**src/rtl/uart_rx_ctrl.sv**
```systemverilog
// UART receiver: synchronizes rx, tracks start/data/stop bits on an oversample tick, hands bytes out over valid/ready.
// Optional even-parity bit between data and stop when UART_RX_PARITY_EN is defined.
module uart_rx_ctrl #(
  parameter int OVS       = 16,
  parameter int DATA_BITS = 8
) (
  input  logic                 clk,
  input  logic                 reset,
  input  logic                 tick,
  input  logic                 rx,
  output logic [DATA_BITS-1:0] rx_data,
  output logic                 rx_valid,
  input  logic                 rx_ready,
  output logic                 frame_err,
  output logic                 overrun,
  output logic                 busy
);

  localparam int CW = $clog2(OVS);
  localparam int BW = $clog2(DATA_BITS + 1);
  localparam logic [CW-1:0] HALF_CNT = CW'(OVS / 2 - 1);
  localparam logic [CW-1:0] LAST_CNT = CW'(OVS - 1);
  localparam logic [BW-1:0] LAST_BIT = BW'(DATA_BITS - 1);

`ifdef UART_RX_PARITY_EN
  typedef enum logic [2:0] {IDLE, START, DATA, PARITY, STOP} state_t;
`else
  typedef enum logic [1:0] {IDLE, START, DATA, STOP} state_t;
`endif

  state_t                 state;
  logic                   rx_meta, rx_s, rx_q;
  logic [CW-1:0]          cnt;
  logic [BW-1:0]          bit_idx;
  logic [DATA_BITS-1:0]   shreg;
  logic                   fall, mid_tick, end_tick, accept, stop_bad;

  // NOTE: synchronizer flops reset to the idle line level so leaving reset never looks like a start edge.
  always_ff @(posedge clk or posedge reset) begin
    if (reset) begin
      rx_meta <= 1'b1;
      rx_s    <= 1'b1;
      rx_q    <= 1'b1;
    end else begin
      rx_meta <= rx;
      rx_s    <= rx_meta;
      rx_q    <= rx_s;
    end
  end

  assign fall     = rx_q & ~rx_s;
  assign mid_tick = tick && (cnt == HALF_CNT);
  assign end_tick = tick && (cnt == LAST_CNT);
  assign accept   = rx_valid & rx_ready;
  assign busy     = (state != IDLE);

`ifdef UART_RX_PARITY_EN
  logic par_err;
  assign stop_bad = ~rx_s | par_err;
`else
  assign stop_bad = ~rx_s;
`endif

  // NOTE: all state here is sequential, so every assignment is non-blocking.
  always_ff @(posedge clk or posedge reset) begin
    if (reset) begin
      state     <= IDLE;
      cnt       <= '0;
      bit_idx   <= '0;
      shreg     <= '0;
      rx_data   <= '0;
      rx_valid  <= 1'b0;
      frame_err <= 1'b0;
      overrun   <= 1'b0;
`ifdef UART_RX_PARITY_EN
      par_err   <= 1'b0;
`endif
    end else begin
      frame_err <= 1'b0;
      overrun   <= 1'b0;
      if (accept) rx_valid <= 1'b0;

      case (state)
        IDLE: begin
          if (fall) begin
            state <= START;
            cnt   <= '0;
          end
        end

        START: begin
          if (mid_tick) begin
            cnt     <= '0;
            bit_idx <= '0;
`ifdef UART_RX_PARITY_EN
            par_err <= 1'b0;
`endif
            state   <= rx_s ? IDLE : DATA;
          end else if (tick) begin
            cnt <= cnt + CW'(1);
          end
        end

        DATA: begin
          if (end_tick) begin
            cnt     <= '0;
            shreg   <= {rx_s, shreg[DATA_BITS-1:1]};
            bit_idx <= bit_idx + BW'(1);
            if (bit_idx == LAST_BIT) begin
`ifdef UART_RX_PARITY_EN
              state <= PARITY;
`else
              state <= STOP;
`endif
            end
          end else if (tick) begin
            cnt <= cnt + CW'(1);
          end
        end

`ifdef UART_RX_PARITY_EN
        PARITY: begin
          if (end_tick) begin
            cnt     <= '0;
            par_err <= ^{shreg, rx_s};
            state   <= STOP;
          end else if (tick) begin
            cnt <= cnt + CW'(1);
          end
        end
`endif

        STOP: begin
          if (end_tick) begin
            cnt   <= '0;
            state <= IDLE;
            if (stop_bad) begin
              frame_err <= 1'b1;
            end else if (!rx_valid || accept) begin
              rx_data  <= shreg;
              rx_valid <= 1'b1;
            end else begin
              overrun <= 1'b1;
            end
          end else if (tick) begin
            cnt <= cnt + CW'(1);
          end
        end

        default: state <= IDLE;
      endcase
    end
  end

endmodule

```
**config.mk**
```make
export PLATFORM = sky130hd
export DESIGN_NAME = uart_rx_ctrl
export DESIGN_NICKNAME = d
export VERILOG_FILES = /design/src/rtl/uart_rx_ctrl.sv
export SDC_FILE = /design/constraint.sdc
export NUM_CORES = 1
export LEC_CHECK = 0
export ABC_AREA = 0
export CAP_MARGIN = 40
export CORE_MARGIN = 1.5
export CORE_UTILIZATION = 50
export CTS_CLUSTER_SIZE = 20
export DETAILED_ROUTE_END_ITERATION = 8
export MAX_ROUTING_LAYER = met4
export PLACE_DENSITY = 0.72
export SLEW_MARGIN = 10
export SYNTH_ARGS = -nofsm -noshare
export SYNTH_HDL_FRONTEND = slang
export SYNTH_SLANG_ARGS = --single-unit
```
**constraint.sdc**
```tcl
create_clock -name clk -period 2.75 [get_ports clk]
set_clock_uncertainty 0.15 [all_clocks]
set_input_delay 0.55 -clock clk [delete_from_list [all_inputs] [get_ports clk]]
set_output_delay 0.55 -clock clk [all_outputs]
set_load 0.01 [all_outputs]
```
==> run_results.csv, run 1 <==
group,metric,value,unit
timing,max_slew.worst_pin.slew,0.653,ns
timing,slew_viol_final,0,
placed_design,dp_hpwl,1.95,mm
run_status,outcome,"finished, final reports clean",
timing,fin_crit,2.48,ns
global_route,overflow,0,
clock_network,cts_buffer_depth,2,
route,drc,0,
setup_path,worst_path_largest_cell_delay,0.71,ns
synth,postSynthCellCount,120,
clock_network,tritoncts,"done",
placed_design,placed_cell_area,1680,µm²
setup_path,critPathLaunchType,"flop",
timing,rsz0062_at_grt,"no",
synth,syn_area,1490,µm²
synth,seq_area_frac_synth,0.541,
die,rows,19,
setup_path,worstSetupPathType,"reg2out",
synth,syn_nets,127,
layout,nNetsFinal,148,
timing,hold_viol,0,
min_path,holdCritPathClass,"reg2reg",
synth,ys_ff_latch,32,
die,die-area,3310,µm²
timing,post-route-period-util,0.901,
setup_path,slowest_stage,"dfrtp_1",
clock_network,cts_hold_buf,0,
power_and_ir_drop,powerDensity,675,nW/µm²
route,drt_iter0_drc,55,
layout,nFillCells,235,
setup_path,cp_top_family,"flip-flops",
clock_network,cts_post_setup_buffers_inserted,0,
layout,fin_area,1740,µm²
clock_network,cts_buffers,5,
route,antenna_left,0,
clock_network,insertion_delay,0.33,ns
route,wire_per_inst,16.2,µm
route,viasPerCell,6.09,
setup_path,required,2.05,ns
layout,drive_gt1_frac,0.268,
global_route,antenna_found_initial,0,
clock_network,cts.repair.resized,0,
synth,syn_avg_cell_area,12.4,µm²
timing,slew_headroom,0.564,
setup_path,worstSetupEndpointType,"output port",
layout,area_growth_syn_to_layout,17.3,%
global_route,grt_pass1_wl,4.80,mm
layout,diodes,0,
setup_path,path_buf_inv,1,
die,design.core.area,2780,µm²
setup_path,worstPathArrival,1.78,ns
global_route,grt_max_degree,18,
die,die_x,57.5,µm
route,routed_wl,2.80,mm
power_and_ir_drop,p_leak,0.771,nW
placed_design,gp_congestion,0.773,
global_route,grt_pass1_vias,1058,
clock_network,htree_levels,2,
flow_run,maxCapViolCount,0,
route,via_count,1053,
timing,fmax,403,MHz
synth,synth_cell_types,42,
clock_network,clkSlewWorstSetupHoldPaths,0.10,ns
placed_design,port_buffers,16,
setup_path,cp_max_fo,16,
setup_path,path_cells,"or2_2 > clkdlybuf4s50_1",
die,initial_core_util,0.534,
timing,setup_violations,0,
synth,yosys_warnings,0,
die,ioPinCount,17,
route,drt_pass1_iterations,4,
clock_network,cts_sinks,32,
timing,fin_setup_tns,0,ns
die,dieHeight,57.5,µm
clock_network,clk_root_buffer_cell,"clkbuf_4",
global_route,grt_usage,0.202,
power_and_ir_drop,peakVddDrop,0.000529,V
==> stage by stage <==
stage	std cells	power (W)	hold WS [ns]	setup WS, ns	utilization
global placement	165	0.000879	0.199	0.196	0.605
floorplan	120	0.000835	0.195	0.889	-
global route	173	0.00125	0.223	0.160	0.627
CTS	173	0.00119	0.217	0.269	0.627
finish	173	0.00118	0.213	0.271	0.627
detailed placement	165	0.000900	0.203	0.153	0.605
==> state kept, by name (all words and copies together) (netlist names), named ones only <==
register,count
shreg,8
state,1
bit_idx,4
rx_data,8
rx_valid,1
overrun,1
rx_s,1
cnt,4
rx_q,1
frame_err,1
rx_meta,1
==> report_power, final <==
group / switching [W] / leakage, nW / internal [W]
registers: 0.000112 / 0.419 / 0.000522
clock network: 0.000160 / 0.0315 / 0.000125
logic: 0.000140 / 0.320 / 0.000118
total: 0.000412 / 0.771 / 0.000765
==> cell families after synthesis <==
logic type | count (synthesis) | share of synthesized area
adder cells (fa/ha/maj) | 2 | 0.0168
buffers and inverters | 11 | 0.0353
AND/OR/NAND/NOR | 35 | 0.173
multiplexers | 17 | 0.128
AO/OA/AOI/OAI | 23 | 0.105
flip-flops | 32 | 0.541
==> cell type report <==
type	count	area, µm²	area share
Clock buffer	7	55.1	0.0316
Tap cell	31	38.8	0.0222
Multi-Input combinational cell	77	629	0.361
Sequential cell	32	805	0.461
Inverter	5	18.8	0.0108
Clock inverter	1	7.51	0.00430
Timing Repair Buffer	20	190	0.109
==> worst paths after layout <==
kind                                               to                  from  slack, ns  cells past startpoint
setup / recovery                                 busy  state[0]$_DFFE_PP0P_       0.27                      2
hold / removal                         rx_s$_DFF_PP1_     rx_meta$_DFF_PP1_       0.21                      0
setup reg to reg               rx_data[5]$_DFFE_PP0P_    cnt[0]$_DFFE_PP0P_       0.67                      4
hold reg to reg                        rx_s$_DFF_PP1_     rx_meta$_DFF_PP1_       0.21                      0
max in group asynchronous        shreg[7]$_DFFE_PP0P_                 reset       1.38                      3
min in group asynchronous  asynchronous set/reset pin                 reset       0.47                      2
==> layer usage <==
metal  up-vias  GRT usage  wire (µm)
li1        493          -          -
met2        29      0.292       1380
met4         0     0.0797          5
met3         2     0.0680        128
met1       529      0.263       1290
met5         -          -          0
==> placed cells by master, fill, tap and decap left out, types with 2 or more instances in the layout <==
cell type	netlist	routed
o21ai_0	6	6
or2_2	2	2
nor3_1	2	2
o211ai_1	3	3
ha_1	2	2
buf_4	2	4
dfrtp_1	29	29
clkdlybuf4s50_1	0	16
mux2_2	16	16
a221oi_1	2	2
nor2_1	4	4
nand2b_1	3	3
nand3_1	5	5
a21oi_1	4	4
inv_1	5	5
clkbuf_4	0	5
dfstp_2	3	3
nand4_1	3	3
nand2_1	3	3
==> synth_stat cells (all sizes together) <==
library cell / instances / area share
nand3b: 1 / 0.0051
and2: 1 / 0.0042
nand4b: 1 / 0.0059
a31oi: 1 / 0.0042
mux2: 16 / 0.12
o22a: 2 / 0.013
clkbuf: 2 / 0.0059
o31ai: 1 / 0.0051
mux2i: 1 / 0.0067
a2111oi: 1 / 0.0059
nand2b: 3 / 0.013
and3: 1 / 0.0042
nand3: 6 / 0.029
inv: 5 / 0.013
buf: 4 / 0.017
or4b: 1 / 0.0067
a211oi: 1 / 0.0051
dfrtp: 29 / 0.49
o211ai: 3 / 0.015
a221oi: 2 / 0.012
o21ai: 6 / 0.020
dfstp: 3 / 0.053
ha: 2 / 0.017
nor3b: 2 / 0.018
a211o: 1 / 0.0059
and4: 1 / 0.0059
nor2: 4 / 0.010
and4b: 1 / 0.0067
a21oi: 4 / 0.013
or2: 2 / 0.0084
nand2: 3 / 0.0076
or4: 1 / 0.0051
nand4: 4 / 0.027
o32ai: 1 / 0.0059
nor3: 3 / 0.018
No activity file was read; power rests on OpenSTA's default activity.
==> run 2, diff against run 1 <==
- PLACE_DENSITY: 0.72 -> default
- PLACE_DENSITY_LB_ADDON: default -> 0.08
==> run 2 against run 1 <==
Against the previous run:
- worst hold slack worse by 0.0046 ns
- clock-buffer cell count up 1
- global-route usage down 1.2 points
- sequential power down 2%
- utilization down 0.13 points
- maximum frequency up 0.62%
- sequential share of layout area up 0.099 points
- highest routed layer unchanged
==> run_results.csv, run 2 (same netlist as run 1, synthesis figures left out) <==
group,metric,value,unit
timing,setup_violations,0,
die,design.core.area,2780,µm²
global_route,grt_usage,0.191,
clock_network,insertion_delay,0.33,ns
route,drt_iter0_drc,22,
layout,nNetsFinal,148,
placed_design,dp_hpwl,1.79,mm
clock_network,tritoncts,"done",
clock_network,cts_post_setup_buffers_inserted,0,
setup_path,critPathLaunchType,"flop",
setup_path,crit_cells,2,
global_route,antenna_found_initial,0,
global_route,grt_pass1_wl,4.59,mm
clock_network,clkSlewWorstSetupHoldPaths,0.10,ns
die,dieHeight,57.5,µm
timing,slew_headroom,0.629,
setup_path,rr_worst_depth,4,
timing,fin_crit,2.46,ns
setup_path,worstSetupEndpointType,"output port",
clock_network,htree_levels,2,
power_and_ir_drop,p_leak,0.773,nW
power_and_ir_drop,powerDensity,673,nW/µm²
setup_path,path_buf_inv,1,
setup_path,r2r-start,"cnt[0]$_DFFE_PP0P_",
die,die_x,57.5,µm
layout,final_cell_mix,"dfrtp_1, mux2_2, clkdlybuf4s50_1",
setup_path,r2r-end,"rx_data[5]$_DFFE_PP0P_",
run_status,outcome,"finished, final reports clean",
timing,fmax,406,MHz
setup_path,required,2.05,ns
clock_network,clk_root_buffer_cell,"clkbuf_4",
flow_run,maxCapViolCount,0,
layout,diodes,0,
power_and_ir_drop,peakVddDrop,0.000663,V
route,drc,0,
timing,max_slew.worst_pin.slew,0.556,ns
placed_design,port_buffers,16,
timing,slew_viol_final,0,
timing,post-route-period-util,0.896,
die,die-area,3310,µm²
layout,fin_util,0.626,
setup_path,worst_path_largest_cell_delay,0.59,ns
route,routed_wl,2.60,mm
route,viasPerCell,5.77,
setup_path,regToRegSetupSlack,0.64,ns
route,antenna_left,0,
die,initial_core_util,0.534,
clock_network,cts.repair.resized,0,
route,wire_per_inst,15.0,µm
clock_network,cts_hold_buf,0,
clock_network,cts_sinks,32,
global_route,overflow,0,
setup_path,crit_start,"state[0]$_DFFE_PP0P_",
clock_network,cts_buffer_depth,2,
layout,top_regs,"rx_data (8), shreg (8)",
global_route,grt_max_degree,33,
setup_path,worstPathArrival,1.76,ns
global_route,grt_pass1_vias,1010,
clock_network,cts_buffers,5,
route,drt_pass1_iterations,4,
layout,drive_gt1_frac,0.261,
setup_path,slowest_stage,"dfrtp_1",
setup_path,cp_top_family,"flip-flops",
timing,fin_setup_tns,0,ns
layout,final_common_cell,"dfrtp_1",
route,via_count,999,
placed_design,gp_congestion,0.820,
setup_path,cp_max_fo,16,
timing,hold_viol,0,
timing,rsz0062_at_grt,"no",
die,rows,19,
die,ioPinCount,17,
setup_path,crit_end,"busy",
setup_path,path_cells,"or2_2 > clkdlybuf4s50_1",
layout,area_growth_syn_to_layout,17.1,%
min_path,holdCritPathClass,"reg2reg",
setup_path,worstSetupPathType,"reg2out",
## run 2: cell types whose count changed in the layout (fill, tap and decap cells not counted)
| cell | before | now |
|---|---|---|
| clkbuf_1 | 1 | 2 |
| clkinvlp_4 | 1 | 0 |
## run 2: power breakdown
part           internal, W  total [W]  switching [W]  leakage, nW
Clock             0.000126   0.000276       0.000150       0.0326
Combinational     0.000118   0.000271       0.000153        0.321
Sequential        0.000522   0.000624       0.000102        0.419
Total             0.000767    0.00117       0.000404        0.773
## run 2: cell type report
type	instances	area, µm²
Clock buffer	8	58.8
Fill cell	216	1040
Inverter	5	18.8
Multi-Input combinational cell	77	629
Sequential cell	32	805
Tap cell	31	38.8
Timing Repair Buffer	20	190
## run 2: metrics by stage
step / cells / hold slack [ns] / area (µm²) / setup WS [ns] / total power (W)
CTS: 173 / 0.211 / 1740 / 0.277 / 0.00118
detailed placement: 165 / 0.197 / 1680 / 0.158 / 0.000895
finish: 173 / 0.209 / 1740 / 0.286 / 0.00117
global route: 173 / 0.218 / 1740 / 0.196 / 0.00124
global placement: 165 / 0.198 / 1680 / 0.215 / 0.000887
floorplan: 120 / 0.195 / 1490 / 0.889 / 0.000835
## run 2: worst min path at each step
stage | start | end | slack (ns) | cells after the start
global placement | rx_meta$_DFF_PP1_ | rx_s$_DFF_PP1_ | 0.20 | 0
finish | rx_meta$_DFF_PP1_ | rx_s$_DFF_PP1_ | 0.21 | 0
CTS | rx_meta$_DFF_PP1_ | rx_s$_DFF_PP1_ | 0.21 | 0
global route | rx_meta$_DFF_PP1_ | rx_s$_DFF_PP1_ | 0.22 | 0
detailed placement | rx_meta$_DFF_PP1_ | rx_s$_DFF_PP1_ | 0.20 | 0
floorplan | rx_meta$_DFF_PP1_ | rx_s$_DFF_PP1_ | 0.20 | 0
## run 2: per-layer routing
metal	vias up	GRT usage	wire length, µm
met5	-	-	0
met4	0	0.0698	41
met3	6	0.0680	113
met2	21	0.279	1210
met1	482	0.244	1230
li1	490	-	-
==> run 3, diff against run 2 <==
- CTS_CLUSTER_DIAMETER: default -> 200
- clock period: 2.75 -> 2.55 ns (I/O delays scaled with it)
==> run 3 against run 2 <==
Against the previous run:
- via count up 5.4%
- utilization up 0.90 points
- clock-buffer cell count down 2
- wire length up 3.0%
- sequential share of layout area down 0.66 points
- power up 16%
- first-iteration DRC count up 130%
- critical path type unchanged
==> run_results.csv, run 3 (same netlist as run 1, synthesis figures left out) <==
group,metric,value,unit
layout,nNetsFinal,149,
clock_network,clkSlewWorstSetupHoldPaths,0.10,ns
placed_design,dp_hpwl,1.77,mm
clock_network,clk_root_buffer_cell,"clkbuf_4",
route,drt_pass1_iterations,4,
global_route,antenna_found_initial,0,
power_and_ir_drop,peakVddDrop,0.000633,V
global_route,grt_usage,0.206,
route,via_count,1053,
die,initial_core_util,0.534,
route,drt_iter0_drc,51,
flow_run,maxCapViolCount,0,
power_and_ir_drop,seqPwrFrac,0.475,
min_path,holdCritPathClass,"reg2reg",
die,die-area,3310,µm²
timing,post-route-period-util,0.881,
layout,final_cell_mix,"dfrtp_1, mux2_2, clkdlybuf4s50_1",
timing,fin_setup_tns,0,ns
timing,slew_headroom,0.709,
setup_path,worstSetupEndpointType,"output port",
global_route,grt_pass1_vias,1065,
route,drc,0,
setup_path,cp_max_fo,7,
timing,fmax,445,MHz
min_path,holdPathStages,0,
die,ioPinCount,17,
die,design.core.area,2780,µm²
layout,finalNonFillerCells,174,
timing,setup_violations,0,
route,wire_per_inst,15.4,µm
route,routed_wl,2.68,mm
placed_design,gp_congestion,0.820,
timing,max_slew.worst_pin.slew,0.436,ns
die,die_x,57.5,µm
clock_network,cts_post_setup_buffers_inserted,0,
global_route,overflow,0,
power_and_ir_drop,power_frac_comb,0.249,
setup_path,worstPathArrival,1.59,ns
run_status,outcome,"finished, final reports clean",
clock_network,cts_buffers,5,
timing,rsz0062_at_grt,"no",
layout,drive_gt1_frac,0.273,
placed_design,place_ws,0.127,ns
layout,final_common_cell,"dfrtp_1",
setup_path,required,1.89,ns
global_route,grt_pass1_wl,4.86,mm
clock_network,cts_buffer_depth,2,
clock_network,cts_sinks,32,
die,dieHeight,57.5,µm
placed_design,port_buffers,16,
global_route,grt_max_degree,33,
clock_network,cts.repair.resized,0,
setup_path,worstSetupPathType,"reg2out",
clock_network,tritoncts,"done",
power_and_ir_drop,p_leak,0.786,nW
route,viasPerCell,6.05,
layout,top_regs,"rx_data (8), shreg (8)",
power_and_ir_drop,intPower,0.000907,W
setup_path,critPathLaunchType,"flop",
die,rows,19,
setup_path,rr_worst_depth,4,
layout,area_growth_syn_to_layout,18.8,%
timing,slew_viol_final,0,
power_and_ir_drop,p_sw_frac,0.331,
power_and_ir_drop,p_switching,0.000449,W
route,antenna_left,0,
timing,fin_crit,2.25,ns
timing,hold_viol,0,
power_and_ir_drop,clockPowerShare,0.277,
layout,diodes,0,
placed_design,dp.cells,166,
clock_network,cts_hold_buf,0,
clock_network,htree_levels,2,
power_and_ir_drop,powerDensity,768,nW/µm²
timing,setup_ws,0.302,ns
clock_network,insertion_delay,0.34,ns
==> run 3: changes by cell type in the layout (fill, tap and decap cells not counted) <==
cell       previous run  this run
buf_4                 4         5
bufinv_16             0         1
clkbuf_1              2         1
clkbuf_8              1         0
clkinv_2              0         1
==> run 3: power by group through the flow <==
| stage | clock, W | combinational, W | sequential [W] |
|---|---|---|---|
| after CTS | 0.000389 | 0.000333 | 0.000640 |
| after global placement | 0 | 0.000325 | 0.000646 |
| final | 0.000375 | 0.000337 | 0.000643 |
| after global routing | 0.000410 | 0.000381 | 0.000654 |
| after floorplan | 0 | 0.000290 | 0.000610 |
| after detailed placement | 0 | 0.000330 | 0.000649 |
==> run 3: cell type report <==
type	count	area, µm²
well taps	31	38.8
flip-flops and latches	32	805
repair buffers	21	198
clock buffers	6	41.3
clock inverters	2	35.0
multi-input cells	77	629
inverters	5	18.8
fillers	227	1020
==> run 3: worst paths after layout <==
check,slack (ns),end,start
setup reg to reg,0.47,rx_data[7]$_DFFE_PP0P_,cnt[0]$_DFFE_PP0P_
hold / removal,0.21,rx_s$_DFF_PP1_,rx_meta$_DFF_PP1_
max in group asynchronous,1.52,rx_meta$_DFF_PP1_,reset
hold reg to reg,0.21,rx_s$_DFF_PP1_,rx_meta$_DFF_PP1_
min in group asynchronous,0.41,shreg[7]$_DFFE_PP0P_,reset
setup / recovery,0.30,busy,flop
==> run 3: worst max-delay path, cell delays in order (launching register included) <==
cell and delay [ns]:
dfrtp_1 0.46, or2_2 0.32, clkdlybuf4s50_1 0.48
==> run 3: metal layers <==
| metal | vias to the layer above | share of wire | global-route usage |
|---|---|---|---|
| met5 | - | 0 | - |
| met4 | 0 | 0.019 | 0.0897 |
| met3 | 7 | 0.050 | 0.0862 |
| met2 | 36 | 0.45 | 0.289 |
| met1 | 521 | 0.49 | 0.260 |
| li1 | 489 | - | - |
==> run 3: metrics by stage <==
stage	util	power [W]	cell area [µm²]	hold WS [ns]
after global placement	0.607	0.000971	1690	0.197
after global routing	0.635	0.00145	1770	0.220
after floorplan	-	0.000900	1490	0.195
after detailed placement	0.607	0.000979	1690	0.197
final	0.635	0.00136	1770	0.213
after CTS	0.635	0.00136	1770	0.215
==> RTL change 1 (settings of run 2) <==
Register the input `rx` before use, without a reset. The logic sees it one clock later. The other inputs are not delayed to match.
--- a/src/rtl/uart_rx_ctrl.sv
+++ b/src/rtl/uart_rx_ctrl.sv
@@ -22,6 +22,12 @@
   localparam logic [CW-1:0] LAST_CNT = CW'(OVS - 1);
   localparam logic [BW-1:0] LAST_BIT = BW'(DATA_BITS - 1);
 
+  logic rx_r;
+
+  always_ff @(posedge clk) begin
+    rx_r <= rx;
+  end
+
 `ifdef UART_RX_PARITY_EN
   typedef enum logic [2:0] {IDLE, START, DATA, PARITY, STOP} state_t;
 `else
@@ -42,7 +48,7 @@
       rx_s    <= 1'b1;
       rx_q    <= 1'b1;
     end else begin
-      rx_meta <= rx;
+      rx_meta <= rx_r;
       rx_s    <= rx_meta;
       rx_q    <= rx_s;
     end
Check against the original RTL: not equivalent (Yosys sat finds a counterexample within 4 cycles, from zero or initial values and one cycle with reset high).
==> RTL change 1 against run 2 <==
  * The run now ends with DRC left
  * Maximum frequency up 0.20%
  * Area after synthesis is 1.3% higher
  * Cell count increased by 0.58%
  * Count of clock-buffer cells in the layout down 2
  * Setup slack better by 4.9 ps
  * Worst hold slack worse by 54 ps
  * Power is 0.90% lower
  * Sequential power rose by 2%
  * Wire length is 2.2% higher
  * Cell area rose by 0.72%
  * Sequential cell count rose by 1
  * Die area up 1.3%
  * Via count up 3.9%
  * Critical path type unchanged
==> RTL change 1: results (changes against run 2) <==
The static power due to leakage came out at 0.7805 nW (+1.0%). The sum of net half-perimeters after detailed placement is 1.853 mm (+3.8%). The number of buffers on the longest clock path is 2 (unchanged). The sequential-to-total area share from yosys stat came out at 54.73% (+0.61 points). The largest registers in the layout are rx_data x8, shreg x8. The met3 capacity usage during global routing came out at 4.688% (-2.1 points). In this run the worst setup path begins at state[0].

The part of the total power dissipated in the clock network is 22.1% (-1.5 points). The internal power component came out at 0.0007528 W (-1.8%). The wire length reported by the detailed router was 2.657 mm (+2.2%). The global-route wire length before repair was 4.823 mm (+5.1%). The weighted congestion reported at the end of routability-driven placement came out at 0.7538 (-8.1%).

The count of cell types in the netlist is 43 (+2.4%). The count of TritonRoute iterations in the first routing pass came to 6 (+2). In the post-synthesis netlist, the biggest area contributors are sky130_fd_sc_hd__dfrtp_1 (48%), sky130_fd_sc_hd__mux2_2 (12%), sky130_fd_sc_hd__dfstp_2 (5.2%), sky130_fd_sc_hd__o21ai_0 (2.0%), sky130_fd_sc_hd__ha_1 (1.7%). The switching share of power came to 35.11% (+0.59 points). The startpoint of the worst register-to-register path is cnt[0]. The maximum level of the CTS H-tree is 2 (unchanged). The minimum clock period came to 2459 ps (-4.871 ps). The met1 track demand over resource was 25.81% (+1.4 points). The worst slack at placement is 141.8 ps (-16.13 ps).

The net count after synthesis is 128 (+0.79%). The number of nets in the final layout was 149 (+0.68%). The number of design-rule violations left by the first detailed-router iteration came out at 28 (+27%).

The fraction of synthesized area in multiplexers is 12.62% (-0.17 points). The highest ir drop seen on vdd is 0.0003654 V (-45%). The final worst hold slack came out at 154.5 ps (-54.18 ps). The max-slew headroom at the worst pin came out at 62.81% (-0.10 points). The total via count in the routed design is 1,038 (+3.9%). The met2 usage in global routing is 28.90% (+0.97 points).

The total cell area at the placement stage came out at 1702 um2 (+1.2%). The mean post-synth cell area was 12.45 um2 (+0.51%). The share of the synthesized area in compound gates (AO/OA/AOI/OAI) is 10.38% (-0.14 points).

The adder and majority gate portion of the synthesized area is 1.661% (-0.022 points). The endpoint identified for the worst register-to-register timing path is rx_data[7]. The checks that failed: DRC. The fraction of layout cells with a size suffix above 1 is 26.57% (+0.52 points). The number of fill cells came out at 240 (+11%). The flow ran to the end, but the final reports show violations. The residual DRC count is 2 (+2). The total track usage came out at 19.93% (+0.88 points). The share of flip-flops with an asynchronous set or reset is 96.97% (-3.0 points). The number of standard cells in the final layout excluding fillers was 174 (+0.58%).
[RTL change 1: cell types whose count changed after synthesis]
cell,change
sky130_fd_sc_hd__dfxtp_1,+1
[RTL change 1: layer usage]
layer / wire length [um] / vias up
li1: - / 492
met1: 1275 / 522
met2: 1236 / 19
met3: 93 / 5
met4: 51 / 0
met5: 0 / -
[RTL change 1: layout make-up]
cell class	count	area (um2)	share of cell area (%)
Clock buffer	6	41.29	2.355
Clock inverter	2	10.01	0.5710
Inverter	5	18.77	1.071
Multi-Input combinational cell	77	629.4	35.90
Sequential cell	33	824.5	47.04
Tap cell	31	38.79	2.213
Timing Repair Buffer	20	190.2	10.85
[RTL change 1: how the worst min path moves through the flow]
stage	from	endpoint	slack (ps)	depth (start not counted)
6_report	rx_r	rx_meta	150	0
5_1_grt	rx_r	rx_meta	170	0
4_1_cts	rx_r	rx_meta	160	0
3_5_place_dp	rx_r	rx_meta	140	0
3_3_place_gp	rx_r	rx_meta	140	0
2_1_floorplan	rx_r	rx_meta	130	0
==> RTL change 2 (settings of run 2) <==
Without the edit above. `OVS`: 16 -> 32.
--- a/src/rtl/uart_rx_ctrl.sv
+++ b/src/rtl/uart_rx_ctrl.sv
@@ -1,7 +1,7 @@
 // UART receiver: synchronizes rx, tracks start/data/stop bits on an oversample tick, hands bytes out over valid/ready.
 // Optional even-parity bit between data and stop when UART_RX_PARITY_EN is defined.
 module uart_rx_ctrl #(
-  parameter int OVS       = 16,
+  parameter int OVS       = 32,
   parameter int DATA_BITS = 8
 ) (
   input  logic                 clk,
Check against the original RTL: no difference found for any inputs over 10 cycles, from zero or initial values and one cycle with reset high; that may be too few to reach the edited logic, so the function may still have changed.
==> RTL change 2 against run 2 <==
  * Wire length up 2.1%
  * Power down 9.1%
  * Non-clock buffer count shrank 1
  * Via count is 0.40% lower
  * Area after synthesis about the same
  * Core utilization decreased by 0.27 points
  * Cell area decreased by 0.43%
  * Count of clock-buffer cells in the layout shrank 2
  * Largest power group unchanged
  * Sequential cell count up 1
  * Setup slack better by 34 ps
  * Critical path depth is 1 higher
==> RTL change 2: results (changes against run 2) <==
The run finished with clean final reports. The multi-input gate count came to 75 (-2.6%). The portion of the layout cell area used by non-clock buffers came out at 10.54% (-0.39 points). Relative to the synthesized area, the layout overhead comes to 16.68%. The logic depth of the worst register-to-register path is 6 (+2). The layout buffer count excluding clock buffers came out at 19 (-5.0%). The total track usage came out at 19.31% (+0.25 points).

The sequential share of cell area came out at 47.87% (+1.6 points). The final worst hold slack is 210.0 ps (+1.335 ps). The die outline area is 3306 um2 (about the same). The count of cell types in the netlist came to 33 (-21%).

The fraction of synthesized area in multiplexers came out at 12.89% (+0.095 points). The highest attainable clock frequency is 411.5 MHz (+1.4%). The number of sequential cells in the layout came to 33 (+3.1%). The sequential-to-total area share from yosys stat is 55.86% (+1.7 points). The total via count in the routed design is 995 (-0.40%). The share of the synthesized area in compound gates (AO/OA/AOI/OAI) is 11.20% (+0.68 points). The clock buffer and inverter area fraction after layout came to 2.960% (-0.42 points).

The fraction of layout cells with a size suffix above 1 came out at 23.57% (-2.5 points). The highest ir drop seen on vdd came out at 0.0005469 V (-17%). The total instance count after detailed placement is 163 (-1.2%). The max-slew headroom at the worst pin came to 72.83% (+9.9 points). The arrival time reported for the critical path endpoint came to 1730 ps (-30 ps).

The adder and majority gate portion of the synthesized area came out at 3.370% (+1.7 points). The sum of net half-perimeters after detailed placement is 1.858 mm (+4.0%). After synthesis, the cell types taking the most area are sky130_fd_sc_hd__dfrtp_1 (51%), sky130_fd_sc_hd__mux2_2 (13%), sky130_fd_sc_hd__dfstp_2 (5.3%), sky130_fd_sc_hd__ha_1 (3.4%), sky130_fd_sc_hd__nand3_1 (2.4%). The critical path's largest stage delay came out at 520 ps (-70 ps). The number of global-route vias before repair came out at 1,066 (+5.5%).

The mean post-synth cell area is 12.59 um2 (+1.6%). The number of clock-tree buffers in the layout came out at 6 (-2).
-- RTL change 2: changes by cell type after synthesis, sizes merged, moves of 3 or more --
cell,run 2,this run
a21oi,4,1
nor3,3,0
a21boi,0,3
a22o,0,3
-- RTL change 2: kinds of logic after synthesis --
family	Yosys count
DFF	33
and+or+nand+nor	31
AOI/OAI and AO/OA	23
muxes	17
buffers and inverters	10
adders and majority gates	4
-- RTL change 2: worst reg2reg max path, delay by kind of cell, from the launching register on --
| family | cells | cell delay, ps |
|---|---|---|
| AND/OR/NAND/NOR | 3 | 910 |
| adder cells (fa/ha/maj) | 2 | 530 |
| flip-flops | 1 | 410 |
| AO/OA/AOI/OAI | 1 | 140 |
-- RTL change 2: report_power, final --
part / switching, W / internal (W) / leakage (nW)
clock: 0.000158 / 0.0000972 / 0.0320
combinational: 0.000106 / 0.000112 / 0.363
sequential: 0.0000591 / 0.000532 / 0.440
